[config.mk]
export PLATFORM = sky130hd
export DESIGN_NAME = pipeline_handshake_adapter_flat
export DESIGN_NICKNAME = d
export VERILOG_FILES = /design/src/rtl/pipeline_handshake_adapter_pkg.sv /design/src/rtl/pipeline_handshake_adapter_if.sv /design/src/rtl/pipeline_handshake_adapter_fifo.sv /design/src/rtl/pipeline_handshake_adapter.sv /design/src/flat_wrapper.sv
export SDC_FILE = /design/constraint.sdc
export NUM_CORES = 1
export LEC_CHECK = 0
export ABC_AREA = 1
export ABC_CLOCK_PERIOD_IN_PS = 5650
export CORE_AREA = 3 3 150 152
export CTS_CLUSTER_DIAMETER = 100
export DETAILED_ROUTE_END_ITERATION = 8
export DIE_AREA = 0 0 153 155
export PLACE_DENSITY = 0.5
export SLEW_MARGIN = 20
export SYNTH_ARGS = -nofsm -noshare
export SYNTH_HDL_FRONTEND = slang
export SYNTH_HIERARCHICAL = 1
export SYNTH_SLANG_ARGS = --single-unit
[constraint.sdc]
create_clock -name clk -period 5.65 [get_ports clk]
set_clock_uncertainty 0.1 [all_clocks]
set_input_delay 0.8475 -clock clk [delete_from_list [all_inputs] [get_ports clk]]
set_output_delay 0.8475 -clock clk [all_outputs]
set_load 0.02 [all_outputs]
[src/rtl/pipeline_handshake_adapter_pkg.sv]
// Shared defaults and configuration helpers for the pipeline handshake adapter.
package pipeline_handshake_adapter_pkg;

  localparam int unsigned DEF_IN_W    = 32'd32;
  localparam int unsigned DEF_OUT_W   = 32'd32;
  localparam int unsigned DEF_LATENCY = 32'd2;
  localparam int unsigned DEF_DEPTH   = 32'd4;

  function automatic bit cfg_legal(input int unsigned latency, input int unsigned depth);
    return (latency >= 32'd1) && (depth >= 32'd1);
  endfunction

endpackage

[src/rtl/pipeline_handshake_adapter_if.sv]
// Request/result valid-ready bundle between the adapter and its producer/consumer.
import pipeline_handshake_adapter_pkg::*;

interface pipeline_handshake_adapter_if #(
  parameter int unsigned IN_W  = DEF_IN_W,
  parameter int unsigned OUT_W = DEF_OUT_W
) ();

  logic             in_valid;
  logic             in_ready;
  logic [IN_W-1:0]  in_data;
  logic             out_valid;
  logic             out_ready;
  logic [OUT_W-1:0] out_data;
  logic             busy;

  modport master (
    output in_valid, in_data, out_ready,
    input  in_ready, out_valid, out_data, busy
  );

  modport slave (
    input  in_valid, in_data, out_ready,
    output in_ready, out_valid, out_data, busy
  );

endinterface

[src/rtl/pipeline_handshake_adapter_fifo.sv]
// Synchronous result FIFO with binary pointers wrapping at DEPTH (any DEPTH >= 1).
import pipeline_handshake_adapter_pkg::*;

module pipeline_handshake_adapter_fifo #(
  parameter int unsigned W     = DEF_OUT_W,
  parameter int unsigned DEPTH = DEF_DEPTH,
  localparam int unsigned CW   = $clog2(DEPTH + 1),
  localparam int unsigned PW   = (DEPTH > 1) ? $clog2(DEPTH) : 1
) (
  input  logic          clk,
  input  logic          rst_n,
  input  logic          push,
  input  logic          pop,
  input  logic [W-1:0]  wdata,
  output logic [W-1:0]  rdata,
  output logic [CW-1:0] count,
  output logic          full,
  output logic          empty
);

  logic [PW-1:0] wr_ptr_r;
  logic [PW-1:0] rd_ptr_r;
  logic [CW-1:0] count_r;
  logic [W-1:0]  mem_r [DEPTH];
  logic          pop_s;

  function automatic logic [PW-1:0] ptr_inc(input logic [PW-1:0] p);
    if (p == PW'(DEPTH - 1)) begin
      return {PW{1'b0}};
    end else begin
      return p + PW'(1);
    end
  endfunction

  assign pop_s = pop && !empty;
  assign full  = (count_r == CW'(DEPTH));
  assign empty = (count_r == {CW{1'b0}});
  assign count = count_r;

  // Pointer and occupancy bookkeeping
  always_ff @(posedge clk or negedge rst_n) begin
    if (!rst_n) begin
      wr_ptr_r <= {PW{1'b0}};
      rd_ptr_r <= {PW{1'b0}};
      count_r  <= {CW{1'b0}};
    end else begin
      if (push) begin
        wr_ptr_r <= ptr_inc(wr_ptr_r);
      end else begin
        wr_ptr_r <= wr_ptr_r;
      end
      if (pop_s) begin
        rd_ptr_r <= ptr_inc(rd_ptr_r);
      end else begin
        rd_ptr_r <= rd_ptr_r;
      end
      case ({push, pop_s})
        2'b10:   count_r <= count_r + CW'(1);
        2'b01:   count_r <= count_r - CW'(1);
        default: count_r <= count_r;
      endcase
    end
  end

  // Storage needs no reset: entries are only visible once counted
  always_ff @(posedge clk) begin
    if (push) begin
      mem_r[wr_ptr_r] <= wdata;
    end
  end

  // Head presentation, forced to zero when empty
  always_comb begin
    rdata = {W{1'b0}};
    if (!empty) begin
      rdata = mem_r[rd_ptr_r];
    end else begin
      rdata = {W{1'b0}};
    end
  end

endmodule

[src/rtl/pipeline_handshake_adapter.sv]
// Valid/ready wrapper around a fixed-latency, non-stalling pipeline; credits
// guarantee every in-flight result has a reserved FIFO slot.
import pipeline_handshake_adapter_pkg::*;

module pipeline_handshake_adapter_chk #(
  parameter int unsigned LATENCY = DEF_LATENCY,
  parameter int unsigned DEPTH   = DEF_DEPTH,
  parameter int unsigned CW      = 3
) (
  input logic               clk,
  input logic               rst_n,
  input logic               push,
  input logic               full,
  input logic [CW-1:0]      credits,
  input logic [CW-1:0]      count,
  input logic [LATENCY-1:0] vld_sr
);

  a_no_overflow: assert property (@(posedge clk) disable iff (!rst_n) !(push && full))
    else $error("result pushed into a full FIFO");

  a_credit_sum: assert property (@(posedge clk) disable iff (!rst_n)
    (32'(credits) + 32'($countones(vld_sr)) + 32'(count)) == DEPTH)
    else $error("credits + inflight + fifo count drifted from DEPTH");

endmodule

module pipeline_handshake_adapter #(
  parameter int unsigned IN_W    = DEF_IN_W,
  parameter int unsigned OUT_W   = DEF_OUT_W,
  parameter int unsigned LATENCY = DEF_LATENCY,
  parameter int unsigned DEPTH   = DEF_DEPTH
) (
  input  logic                         clk,
  input  logic                         rst_n,
  pipeline_handshake_adapter_if.slave  hs,
  output logic [IN_W-1:0]              pipe_in_data,
  input  logic [OUT_W-1:0]             pipe_out_data
);

  localparam int unsigned CW = $clog2(DEPTH + 1);

  if (!cfg_legal(LATENCY, DEPTH)) begin : g_cfg_err
    $error("pipeline_handshake_adapter: LATENCY and DEPTH must both be >= 1");
  end

  logic [CW-1:0]      credits_r;
  logic [LATENCY-1:0] vld_sr_r;
  logic [LATENCY-1:0] vld_nxt_s;
  logic               accept_s;
  logic               pop_s;
  logic               push_s;
  logic [CW-1:0]      fifo_count_s;
  logic               fifo_full_s;
  logic               fifo_empty_s;

  assign pipe_in_data = hs.in_data;
  assign hs.in_ready  = (credits_r != {CW{1'b0}});
  assign accept_s     = hs.in_valid && hs.in_ready;
  assign pop_s        = hs.out_valid && hs.out_ready;
  assign push_s       = vld_sr_r[LATENCY-1];
  assign hs.out_valid = !fifo_empty_s;
  assign hs.busy      = (|vld_sr_r) || !fifo_empty_s;

  // Shift the accept flag along with its payload; written this way LATENCY=1 works too
  always_comb begin
    vld_nxt_s    = vld_sr_r << 1'b1;
    vld_nxt_s[0] = accept_s;
  end

  // Credit counter and in-flight tracker
  always_ff @(posedge clk or negedge rst_n) begin
    if (!rst_n) begin
      credits_r <= CW'(DEPTH);
      vld_sr_r  <= {LATENCY{1'b0}};
    end else begin
      vld_sr_r <= vld_nxt_s;
      case ({accept_s, pop_s})
        2'b10:   credits_r <= credits_r - CW'(1);
        2'b01:   credits_r <= credits_r + CW'(1);
        default: credits_r <= credits_r;
      endcase
    end
  end

  pipeline_handshake_adapter_fifo #(
    .W     (OUT_W),
    .DEPTH (DEPTH)
  ) u_fifo (
    .clk   (clk),
    .rst_n (rst_n),
    .push  (push_s),
    .pop   (pop_s),
    .wdata (pipe_out_data),
    .rdata (hs.out_data),
    .count (fifo_count_s),
    .full  (fifo_full_s),
    .empty (fifo_empty_s)
  );

  pipeline_handshake_adapter_chk #(
    .LATENCY (LATENCY),
    .DEPTH   (DEPTH),
    .CW      (CW)
  ) u_chk (
    .clk     (clk),
    .rst_n   (rst_n),
    .push    (push_s),
    .full    (fifo_full_s),
    .credits (credits_r),
    .count   (fifo_count_s),
    .vld_sr  (vld_sr_r)
  );

endmodule

[src/flat_wrapper.sv]
// flat-port wrapper written by rule: the top's interface ports become plain ports
module pipeline_handshake_adapter_flat 
#(
  parameter int unsigned IN_W    = DEF_IN_W,
  parameter int unsigned OUT_W   = DEF_OUT_W,
  parameter int unsigned LATENCY = DEF_LATENCY,
  parameter int unsigned DEPTH   = DEF_DEPTH
)
  (clk, rst_n, pipe_in_data, pipe_out_data, hs_in_valid, hs_in_data, hs_out_ready, hs_in_ready, hs_out_valid, hs_out_data, hs_busy);
  pipeline_handshake_adapter_if #(.IN_W(IN_W), .OUT_W(OUT_W)) hs_i ();
  input  logic clk;
  input  logic rst_n;
  output logic [IN_W-1:0] pipe_in_data;
  input  logic [OUT_W-1:0] pipe_out_data;
  input wire logic [$bits(hs_i.in_valid)-1:0] hs_in_valid;
  input wire logic [$bits(hs_i.in_data)-1:0] hs_in_data;
  input wire logic [$bits(hs_i.out_ready)-1:0] hs_out_ready;
  output wire logic [$bits(hs_i.in_ready)-1:0] hs_in_ready;
  output wire logic [$bits(hs_i.out_valid)-1:0] hs_out_valid;
  output wire logic [$bits(hs_i.out_data)-1:0] hs_out_data;
  output wire logic [$bits(hs_i.busy)-1:0] hs_busy;
  assign hs_i.in_valid = hs_in_valid;
  assign hs_i.in_data = hs_in_data;
  assign hs_i.out_ready = hs_out_ready;
  assign hs_in_ready = hs_i.in_ready;
  assign hs_out_valid = hs_i.out_valid;
  assign hs_out_data = hs_i.out_data;
  assign hs_busy = hs_i.busy;
  pipeline_handshake_adapter #(.IN_W(IN_W), .OUT_W(OUT_W), .LATENCY(LATENCY), .DEPTH(DEPTH)) u_core (.clk(clk), .rst_n(rst_n), .hs(hs_i), .pipe_in_data(pipe_in_data), .pipe_out_data(pipe_out_data));
endmodule
After elaboration in Yosys (flattened, before gate mapping)
Memory sizes are Yosys's and may differ from the RTL's.
Cells that the tools add are included.
Word-level totals
  register bits: 12
  bits in writable memories: 128
  input port bits: 68
  word-level logic and storage cells: 35
  memories kept: 1
Cells by class
  add/sub/neg operators: 6
  eq/ne operators: 6
  mux-type cells: 7
  reductions and logical operators: 10
Memories
  u_core.u_fifo.mem_r: words 4, width 32, rd ports 1, clocked after Yosys merged registers in 0, write ports 1, line pipeline_handshake_adapter_fifo.sv:24  | logic [W-1:0] mem_r [DEPTH];
Operator list (number)
  $mux 32: 1
  $pmux 3 s2: 2
  $eq 2x2->1 const B: 4
  $add 3x1->3 const B: 2
  $sub 3x1->3 const B: 2
  $add 2x1->2 const B: 2
  $eq 2x1->1 const B: 2
  $mux 2: 2
  $reduce_bool 2->1: 2
  $logic_and 1x1->1: 3
  $logic_not 3->1: 1
  $reduce_bool 3->1: 1
  $mux 1: 2
  $reduce_or 2->1: 1
  $logic_not 1->1: 1
  $logic_or 1x1->1: 1

Longest topological paths before layout
Gate-level depths: netlist (run 1).
  word-level depth: 6
  mapped depth: 15

Modules after synthesis
The synthesis (run 1) kept the hierarchy.
Modules (own cells, without submodules)
  pipeline_handshake_adapter_fifo: instances 1, cells each 562, area an instance 5885.6 um^2, seq. area each 4018.9 um^2
  pipeline_handshake_adapter: instances 1, cells each 62, area an instance 505.5 um^2, seq. area each 126.4 um^2

Least setup slack after synthesis (run 1)
No wires, ideal clock.
  path type: input -> register
  from: input port hs_out_ready
  to: register u_core.u_fifo.count_r[2], in the netlist u_core/u_fifo/count[2]
  arrival: 1.972 ns
  data required time: 5.433 ns
  slack: 3.461 ns
  stages on the path: 11
  cells stage by stage: inv_1 nor2_1 nand2_1 inv_1 ha_1 inv_1 fa_1 nand2_1 nand3_1 nand2_1 nand2_1
On the way
  cells in the longest elaborated chain, start to end: 4
  elaborated cells on any way between the ends: 6
RTL lines
  from (decl): line flat_wrapper.sv:17  | input wire logic [$bits(hs_i.out_ready)-1:0] hs_out_ready;
  $logic_and 1x1->1 (*): line pipeline_handshake_adapter.sv:60  | assign pop_s = hs.out_valid && hs.out_ready;
  via u_core.pop_s: line pipeline_handshake_adapter.sv:51  | logic pop_s;
  $logic_and 1x1->1 (*): line pipeline_handshake_adapter_fifo.sv:35  | assign pop_s = pop && !empty;
  via u_core.u_fifo.pop_s: line pipeline_handshake_adapter_fifo.sv:25  | logic pop_s;
  $eq 2x1->1 or $eq 2x2->1 (tied branches): line pipeline_handshake_adapter_fifo.sv:57  | case ({push, pop_s})
  $pmux 3 s2 or $reduce_bool 2->1 (tied branches)
  to (signal assigned): line pipeline_handshake_adapter_fifo.sv:58  | 2'b10: count_r <= count_r + CW'(1);
  to (signal assigned): line pipeline_handshake_adapter_fifo.sv:59  | 2'b01: count_r <= count_r - CW'(1);
  to (signal assigned): line pipeline_handshake_adapter_fifo.sv:60  | default: count_r <= count_r;
  to (decl): line pipeline_handshake_adapter_fifo.sv:23  | logic [CW-1:0] count_r;
Mark *: on every way through the listed nets, which the timed path passes. The rest lies on a longest branch.
A chain may end at the register's enable or synchronous reset.

Worst setup path after layout (run 1)
  from: register u_core.u_fifo.rd_ptr_r[1]
  to: output port hs_out_data[24]
On the way
  cells in the longest elaborated chain, start to end: 2
RTL lines
  from (decl): line pipeline_handshake_adapter_fifo.sv:22  | logic [PW-1:0] rd_ptr_r;
  from (signal assigned): line pipeline_handshake_adapter_fifo.sv:44  | rd_ptr_r <= {PW{1'b0}};
  from (signal assigned): line pipeline_handshake_adapter_fifo.sv:53  | rd_ptr_r <= ptr_inc(rd_ptr_r);
  from (signal assigned): line pipeline_handshake_adapter_fifo.sv:55  | rd_ptr_r <= rd_ptr_r;
  $mem_v2 4x32
  $mux 32: line pipeline_handshake_adapter_fifo.sv:75  | if (!empty) begin
  to (decl): line flat_wrapper.sv:20  | output wire logic [$bits(hs_i.out_data)-1:0] hs_out_data;
Every way passes these cells.

==> flow_metrics.py, run 1 <==
metrics = {
    "status": {
        "status": "finished, final reports clean",
    },
    "place": {
        "post-place-ws_ns": 2.21,
        "hpwl_um": 8290,
        "io_buffers": 70,
        "gp_congestion": 0.670,
    },
    "critical_path": {
        "critical_path_arrival_ns": 2.86,
        "r2r_end": "u_core/u_fifo/count[1]$_DFFE_PN0P_",
        "crit_chain": "inv_2, nand3_1, a21oi_1, clkdlybuf4s50_1",
        "worst_path_largest_cell_delay_ns": 0.70,
        "timing.rr.start": "u_core/u_fifo/count[1]$_DFFE_PN0P_",
        "cp_slowest_cell": "dfrtp_2",
        "critPathMaxFanout": 35,
        "worstPathRequired_ns": 4.70,
        "end_kind": "primary output",
        "crit_type": "register to primary output",
        "worstRegToRegCells": 10,
        "r2r_setup_slack_ns": 2.92,
        "critPathLaunchType": "register",
    },
    "sta": {
        "timing.slew.headroom_pct": 38.9,
        "hold_viol_final": 0,
        "clock.fmax_ghz": 0.263,
        "fin_crit_sh_pct": 67.4,
        "rsz0062_at_grt": "no",
        "tightestPinTransition_ns": 0.916,
        "setup_slack_ns": 1.84,
        "slew_violations": 0,
        "finalSetupViolCount": 0,
        "tns_ns": 0,
        "timing.final.crit_period_ns": 3.81,
    },
    "detailed_routing": {
        "postRouteAntennaNets": 0,
        "drt_wl_total_um": 14300,
        "first_pass_iters": 4,
        "viasPerCell": 4.34,
        "routedWlPerCell_um": 15.1,
        "vias": 4093,
        "drt_iter0_markers": 224,
        "drc_errors": 0,
    },
    "cts": {
        "clock-root-buffer": "clkbuf_16",
        "cts_tree": "yes",
        "cts_hold_buf": 0,
        "clk_latency_ns": 0.41,
        "postCtsSetupBuffers": 0,
        "cts_sinks": 140,
        "cts_max_level": 4,
        "cts_buffers": 17,
        "cts.clk_slew.worst_paths_ns": 0.06,
        "clock_path_buffers": 2,
        "cts.repair.resized": 0,
    },
    "grt": {
        "grt_max_degree": 68,
        "grt_pass1_vias": 4308,
        "track_usage_pct": 12.4,
        "grt_first_pass_wirelength_um": 22600,
        "antenna_found_initial": 0,
        "grt.overflow.total": 0,
    },
    "power_and_ir_drop": {
        "power-per-cell-area_nw_per_um2": 563,
        "peakVddDrop_v": 0.000257,
        "leakagePower_nw": 3.29,
    },
    "floorplanning": {
        "ioPinCount": 135,
        "rows": 53,
        "start_util_pct": 30.2,
        "die_h_um": 155,
        "die_x_um": 153,
        "die_area_um2": 23700,
        "core_um2": 21200,
    },
    "worst_hold_path": {
        "hold_path.class": "register to register",
        "holdPathStages": 0,
        "whs_endpoint": "u_core/vld_sr_r[1]$_DFF_PN0_",
        "holdCritStartpoint": "u_core/vld_sr_r[0]$_DFF_PN0_",
    },
    "finish": {
        "antenna_cells": 0,
        "drive_gt1_share_pct": 7.03,
        "areaGrowthSynthToFinish_pct": 19.4,
        "nets": 734,
    },
    "yosys": {
        "synth.avg_cell_area_um2": 10.3,
        "yosysWarnings": 6,
        "synth_area_um2": 6390,
        "syn-instance-count": 623,
        "syn_nets": 700,
    },
    "run": {
        "max-cap-violations": 0,
    },
}
## layout make-up
type	instances	area, um^2
clock inverters	10	124
multi-input cells	274	1280
fillers	2079	13500
well taps	275	344
repair buffers	71	708
clock buffers	21	440
flip-flops and latches	140	4150
inverters	153	577
## worst max-delay path, delay by kind of cell, from the launching register on
family,cells,cell delay [ns]
simple gates,1,0.14
flops,1,0.70
compound gates,1,0.25
buf+inv,2,1.34
## metal layers
layer | global-route usage, % | up-vias | share of wire (%)
met3 | 3.28 | 47 | 4.2
met2 | 21.5 | 85 | 50
li1 | - | 1988 | -
met4 | 6.15 | 0 | 3.1
met5 | 0 | - | 0
met1 | 14.3 | 1973 | 43
## report_power, final
| group | switching (W) | internal [W] | total [W] |
|---|---|---|---|
| clock network | 0.000393 | 0.000684 | 0.00108 |
| logic | 0.00108 | 0.000649 | 0.00173 |
| registers | 0.000113 | 0.00138 | 0.00149 |
| total | 0.00158 | 0.00271 | 0.00429 |
## placed cells by master, fill, tap and decap left out, drive strengths merged
master         count
dfrtp             11
ha                 7
nand3             67
edfxtp           128
buf                1
clkbuf            21
clkinv             7
xnor2              2
bufinv             3
dfstp              1
nor2               4
nand4              2
fa                 2
clkdlybuf4s50     70
nand2            152
or2                1
o21ai              5
a21oi             32
inv              153
## worst max path at each step
stage	end	cells past startpoint	slack (ns)	from
2_1_floorplan	u_core/u_fifo/count[2]$_DFFE_PN0P_	11	3.46	hs_out_ready
3_3_place_gp	hs_out_data[24]	4	2.21	u_core/u_fifo/rd_ptr_r[1]$_DFFE_PN0P_
3_5_place_dp	hs_out_data[25]	4	2.21	u_core/u_fifo/rd_ptr_r[1]$_DFFE_PN0P_
4_1_cts	hs_out_data[25]	4	1.76	u_core/u_fifo/rd_ptr_r[1]$_DFFE_PN0P_
5_1_grt	hs_out_data[29]	4	1.63	u_core/u_fifo/rd_ptr_r[1]$_DFFE_PN0P_
6_report	hs_out_data[24]	4	1.84	u_core/u_fifo/rd_ptr_r[1]$_DFFE_PN0P_
## metrics by stage
stage	hold slack [ns]	total power (W)	cell area, um^2	utilization, %	instances
5_1_grt	0.304	0.00459	7630	36.1	944
6_report	0.272	0.00429	7630	36.1	944
3_3_place_gp	0.263	0.00324	7060	33.4	913
3_5_place_dp	0.266	0.00328	7060	33.4	913
2_1_floorplan	0.255	0.00260	6390	-	623
4_1_cts	0.276	0.00437	7630	36.1	944
## registers in the layout (all words and copies together), names as in the netlist
register,count
u_core/u_fifo/mem_r,128
u_core/u_fifo/count,3
u_core/u_fifo/wr_ptr_r,2
u_core/credits_r,3
u_core/u_fifo/rd_ptr_r,2
u_core/vld_sr_r,2
Power figures use the tool's default switching activity.
==> run 2: changes to the inputs <==
Settings changed: ABC_CLOCK_PERIOD_IN_PS 5650 to 3900.
Clock period 5.65 ns to 3.9 ns, I/O delays scaled along.
==> flow_metrics.py, run 2 (synthesis gave the netlist of run 1 again) <==
metrics = {
    "detailed_routing": {
        "drt_wl_total_um": 14300,
        "postRouteAntennaNets": 0,
        "vias": 4075,
        "drt_iter0_markers": 200,
        "drc_errors": 0,
        "viasPerCell": 4.30,
        "routedWlPerCell_um": 15.1,
        "first_pass_iters": 4,
    },
    "place": {
        "io_buffers": 70,
        "gp_congestion": 0.701,
        "hpwl_um": 8330,
        "post-place-ws_ns": 1.02,
    },
    "critical_path": {
        "worst_path_largest_cell_delay_ns": 0.68,
        "cp_slowest_cell": "clkdlybuf4s50_1",
        "crit_chain": "inv_2, nand3_1, a21oi_1, clkdlybuf4s50_1",
        "worstRegToRegCells": 10,
        "timing.rr.start": "u_core/u_fifo/count[1]$_DFFE_PN0P_",
        "critPathLaunchType": "register",
        "cp.depth": 4,
        "r2r_end": "u_core/u_fifo/count[1]$_DFFE_PN0P_",
        "cp-endpoint": "hs_out_data[13]",
        "critical_path_arrival_ns": 2.59,
        "r2r_setup_slack_ns": 1.12,
        "path_delay_family": "buffers and inverters",
        "worstSetupStartpoint": "u_core/u_fifo/rd_ptr_r[1]$_DFFE_PN0P_",
        "worstPathRequired_ns": 3.21,
        "critPathMaxFanout": 32,
        "end_kind": "primary output",
        "crit_type": "register to primary output",
        "cp.buffers_inverters": 2,
    },
    "cts": {
        "cts.repair.resized": 0,
        "cts_sinks": 140,
        "cts_tree": "yes",
        "clk_latency_ns": 0.41,
        "cts_buffers": 17,
        "cts_max_level": 4,
        "cts_hold_buf": 0,
        "clock_path_buffers": 2,
        "cts.clk_slew.worst_paths_ns": 0.06,
        "clock-root-buffer": "clkbuf_16",
        "postCtsSetupBuffers": 0,
    },
    "run": {
        "max-cap-violations": 0,
    },
    "finish": {
        "final_cell_mix": "nand2_1, inv_1, edfxtp_1",
        "top_register": "u_core/u_fifo/mem_r",
        "areaGrowthSynthToFinish_pct": 20.1,
        "largest_register_ffs": 128,
        "antenna_cells": 0,
        "drive_gt1_share_pct": 7.89,
        "nFillCells": 2027,
        "nets": 736,
        "final_common_cell": "nand2_1",
    },
    "power_and_ir_drop": {
        "power.total_w": 0.00630,
        "peakVddDrop_v": 0.000341,
        "power-per-cell-area_nw_per_um2": 822,
        "leakagePower_nw": 3.31,
    },
    "floorplanning": {
        "die_area_um2": 23700,
        "start_util_pct": 30.2,
        "die_x_um": 153,
        "die_h_um": 155,
        "rows": 53,
        "core_um2": 21200,
        "ioPinCount": 135,
    },
    "grt": {
        "antenna_found_initial": 0,
        "grt.overflow.total": 0,
        "grt_first_pass_wirelength_um": 22200,
        "grt_pass1_vias": 4147,
        "grt_max_degree": 68,
        "track_usage_pct": 12.2,
    },
    "sta": {
        "tightestPinTransition_ns": 0.934,
        "hold_ws_ns": 0.275,
        "slew_violations": 0,
        "finalSetupViolCount": 0,
        "timing.slew.headroom_pct": 37.6,
        "hold_viol_final": 0,
        "timing.final.crit_period_ns": 3.27,
        "tns_ns": 0,
        "setup_slack_ns": 0.626,
        "clock.fmax_ghz": 0.305,
        "rsz0062_at_grt": "no",
        "fin_crit_sh_pct": 84.0,
    },
    "worst_hold_path": {
        "hold_path.class": "register to register",
    },
    "status": {
        "status": "finished, final reports clean",
    },
}
run 2: changes by cell type in the layout (fill, tap and decap cells not counted):
cell	previous run	this run
clkinvlp_4	0	3
clkinv_2	6	3
inv_2	11	12
clkbuf_1	4	1
inv_6	0	4
buf_4	1	3
inv_4	1	0
run 2: power by group:
| group | switching (W) | leakage, nW | total, W | internal (W) |
|---|---|---|---|---|
| Combinational | 0.00165 | 1.71 | 0.00260 | 0.000950 |
| Sequential | 0.000101 | 1.31 | 0.00210 | 0.00200 |
| Clock | 0.000605 | 0.285 | 0.00161 | 0.00101 |
run 2: routing by layer:
layer,global-route usage [%],up-vias,share of wire (%)
met5,0,-,0
met4,6.45,0,2.7
met3,3.76,46,6.1
met2,19.6,116,48
met1,14.9,1917,43
li1,-,1996,-
run 2: worst reg2reg max path: stages, from the launching register on:
cell     delay, ns
dfrtp_1       0.39
inv_2         0.08
nand3_2       0.10
inv_2         0.61
nor2_1        0.27
nand2_1       0.20
inv_1         0.08
ha_1          0.21
inv_1         0.09
fa_1          0.43
o21ai_0       0.16
run 2: how the worst min path moves through the flow:
stage                                            start                              end  slack [ns]  cells past startpoint
after floorplan                                  rst_n  u_core/credits_r[0]$_DFFE_PN0P_        0.19                      0
after global placement    u_core/vld_sr_r[0]$_DFF_PN0_     u_core/vld_sr_r[1]$_DFF_PN0_        0.26                      0
after detailed placement  u_core/vld_sr_r[0]$_DFF_PN0_     u_core/vld_sr_r[1]$_DFF_PN0_        0.26                      0
after CTS                 u_core/vld_sr_r[0]$_DFF_PN0_     u_core/vld_sr_r[1]$_DFF_PN0_        0.28                      0
after global routing      u_core/vld_sr_r[0]$_DFF_PN0_     u_core/vld_sr_r[1]$_DFF_PN0_        0.29                      0
final                     u_core/vld_sr_r[0]$_DFF_PN0_     u_core/vld_sr_r[1]$_DFF_PN0_        0.28                      0
run 2: area by class of cell:
cell class / count / area [um^2] / area share, %
inverter: 153 / 574 / 7.49
sequential: 140 / 4150 / 54.1
tap: 275 / 344 / 4.49
clock inverter: 14 / 166 / 2.17
timing repair buffer: 73 / 723 / 9.43
clock buffer: 18 / 429 / 5.60
multi-input combinational: 274 / 1280 / 16.8
run 2: through the flow:
stage / util (%) / cell area, um^2 / std cells
6_report: 36.3 / 7670 / 947
5_1_grt: 36.3 / 7670 / 947
4_1_cts: 36.3 / 7670 / 947
3_5_place_dp: 33.4 / 7070 / 915
3_3_place_gp: 33.4 / 7070 / 915
2_1_floorplan: - / 6390 / 623
==> run 3: changes to the inputs <==
Settings changed: ABC_CLOCK_PERIOD_IN_PS 3900 to 3100.
Clock period 3.9 ns to 3.1 ns, I/O delays scaled along.
==> flow_metrics.py, run 3 (synthesis gave the netlist of run 1 again) <==
metrics = {
    "critical_path": {
        "end_kind": "primary output",
        "path_delay_family": "buffers and inverters",
        "crit_type": "register to primary output",
        "critical_path_arrival_ns": 2.40,
        "cp_slowest_cell": "clkdlybuf4s50_1",
        "worstPathRequired_ns": 2.53,
        "worst_path_largest_cell_delay_ns": 0.64,
        "critPathMaxFanout": 19,
        "crit_chain": "inv_2, buf_4, nand3_1, a21oi_1, clkdlybuf4s50_1",
        "critPathLaunchType": "register",
        "cp.buffers_inverters": 3,
    },
    "sta": {
        "rsz0062_at_grt": "no",
        "slew_violations": 0,
        "hold_ws_ns": 0.281,
        "setup_slack_ns": 0.135,
        "clock.fmax_ghz": 0.337,
        "hold_viol_final": 0,
        "tns_ns": 0,
        "tightestPinTransition_ns": 0.982,
        "finalSetupViolCount": 0,
        "fin_crit_sh_pct": 95.6,
        "timing.final.crit_period_ns": 2.96,
        "timing.slew.headroom_pct": 34.4,
    },
    "cts": {
        "cts_tree": "yes",
        "cts_buffers": 17,
        "clk_latency_ns": 0.41,
        "clock-root-buffer": "clkbuf_16",
        "clock_path_buffers": 2,
        "cts_max_level": 4,
        "cts.clk_slew.worst_paths_ns": 0.06,
        "cts_sinks": 140,
        "postCtsSetupBuffers": 0,
    },
    "finish": {
        "fin_util_pct": 36.4,
        "nets": 739,
        "regArea_um2": 4150,
        "multi_input_area_um2": 1280,
        "top_register": "u_core/u_fifo/mem_r",
        "largest_register_ffs": 128,
        "final_cell_mix": "nand2_1, inv_1, edfxtp_1",
        "drive_gt1_share_pct": 8.59,
        "antenna_cells": 0,
        "final_common_cell": "nand2_1",
        "stdcell_area_um2": 7690,
        "nFillCells": 2056,
        "areaGrowthSynthToFinish_pct": 20.4,
    },
    "detailed_routing": {
        "viasPerCell": 4.38,
        "routedWlPerCell_um": 15.3,
        "drt_wl_total_um": 14500,
        "first_pass_iters": 6,
        "drt_iter0_markers": 215,
        "drc_errors": 0,
        "vias": 4161,
        "postRouteAntennaNets": 0,
    },
    "floorplanning": {
        "core_um2": 21200,
        "die_area_um2": 23700,
        "die_x_um": 153,
        "die_h_um": 155,
        "start_util_pct": 30.2,
        "rows": 53,
        "ioPinCount": 135,
    },
    "place": {
        "place_area_um2": 7100,
        "post-place-ws_ns": 0.350,
        "gp_congestion": 0.726,
        "hpwl_um": 8360,
        "io_buffers": 70,
    },
    "power_and_ir_drop": {
        "peakVddDrop_v": 0.000461,
        "leakagePower_nw": 3.31,
        "power-per-cell-area_nw_per_um2": 1030,
    },
    "grt": {
        "grt_pass1_vias": 4262,
        "track_usage_pct": 12.5,
        "grt.overflow.total": 0,
        "grt_max_degree": 68,
        "grt_first_pass_wirelength_um": 22700,
        "antenna_found_initial": 0,
    },
    "run": {
        "max-cap-violations": 0,
    },
    "worst_hold_path": {
        "hold_path.class": "register to register",
    },
    "status": {
        "status": "finished, final reports clean",
    },
}
==> run 3: cell count changes in the layout (fill, tap and decap cells not counted), sizes merged <==
| cell | previous run | this run |
|---|---|---|
| buf | 3 | 6 |
| bufinv | 3 | 2 |
| clkbuf | 18 | 17 |
| clkinvlp | 3 | 5 |
==> run 3: timing repair <==
action / in CTS / in global routing
gates resized for setup: 1 / 0
hold buffers: 0 / 0
endpoints found under the setup margin: 32 / 0
==> run 3: report_power, final <==
part	internal (W)	switching, W	leakage (nW)	total, W
clock network	0.00120	0.000806	0.274	0.00200
registers	0.00251	0.000133	1.31	0.00264
logic	0.00122	0.00208	1.72	0.00330
total	0.00493	0.00301	3.31	0.00794
==> run 3: cell type report <==
type,instances,area share (%)
clock buffer,17,5.53
sequential,140,53.9
inverter,153,7.50
multi-input combinational,274,16.7
clock inverter,15,2.16
tap,275,4.47
timing repair buffer,76,9.70
==> run 3: final timing paths <==
check	cells after the start	slack (ns)	end	startpoint
max	5	0.14	hs_out_data[20]	u_core/u_fifo/rd_ptr_r[1]$_DFFE_PN0P_
min	0	0.28	u_core/vld_sr_r[1]$_DFF_PN0_	u_core/vld_sr_r[0]$_DFF_PN0_
max reg2reg	10	0.48	u_core/u_fifo/count[1]$_DFFE_PN0P_	u_core/u_fifo/count[0]$_DFFE_PN0P_
min reg2reg	0	0.28	u_core/vld_sr_r[1]$_DFF_PN0_	u_core/vld_sr_r[0]$_DFF_PN0_
max in group asynchronous	1	2.11	u_core/u_fifo/rd_ptr_r[1]$_DFFE_PN0P_	rst_n
min in group asynchronous	1	0.34	u_core/credits_r[0]$_DFFE_PN0P_	rst_n
==> run 3: worst reg2reg max path, stage by stage (launching register included) <==
cell and delay (ns):
dfrtp_1 0.40, inv_2 0.09, nand3_2 0.08, inv_2 0.45
nor2_1 0.25, nand2_1 0.20, inv_1 0.08, ha_1 0.22
inv_1 0.09, fa_1 0.41, o21ai_0 0.17
==> run 3: layer usage <==
| metal | part of all wire, % | vias to the layer above | GRT usage (%) |
|---|---|---|---|
| met3 | 5.0 | 46 | 3.76 |
| met2 | 49 | 102 | 21.1 |
| met4 | 3.1 | 0 | 5.52 |
| met5 | 0 | - | 0 |
| li1 | - | 2001 | - |
| met1 | 43 | 2012 | 14.8 |
==> run 3: metrics by stage <==
step,power (W),instances
2_1_floorplan,0.00473,623
3_3_place_gp,0.00596,918
3_5_place_dp,0.00604,918
4_1_cts,0.00807,950
5_1_grt,0.00845,950
6_report,0.00794,950
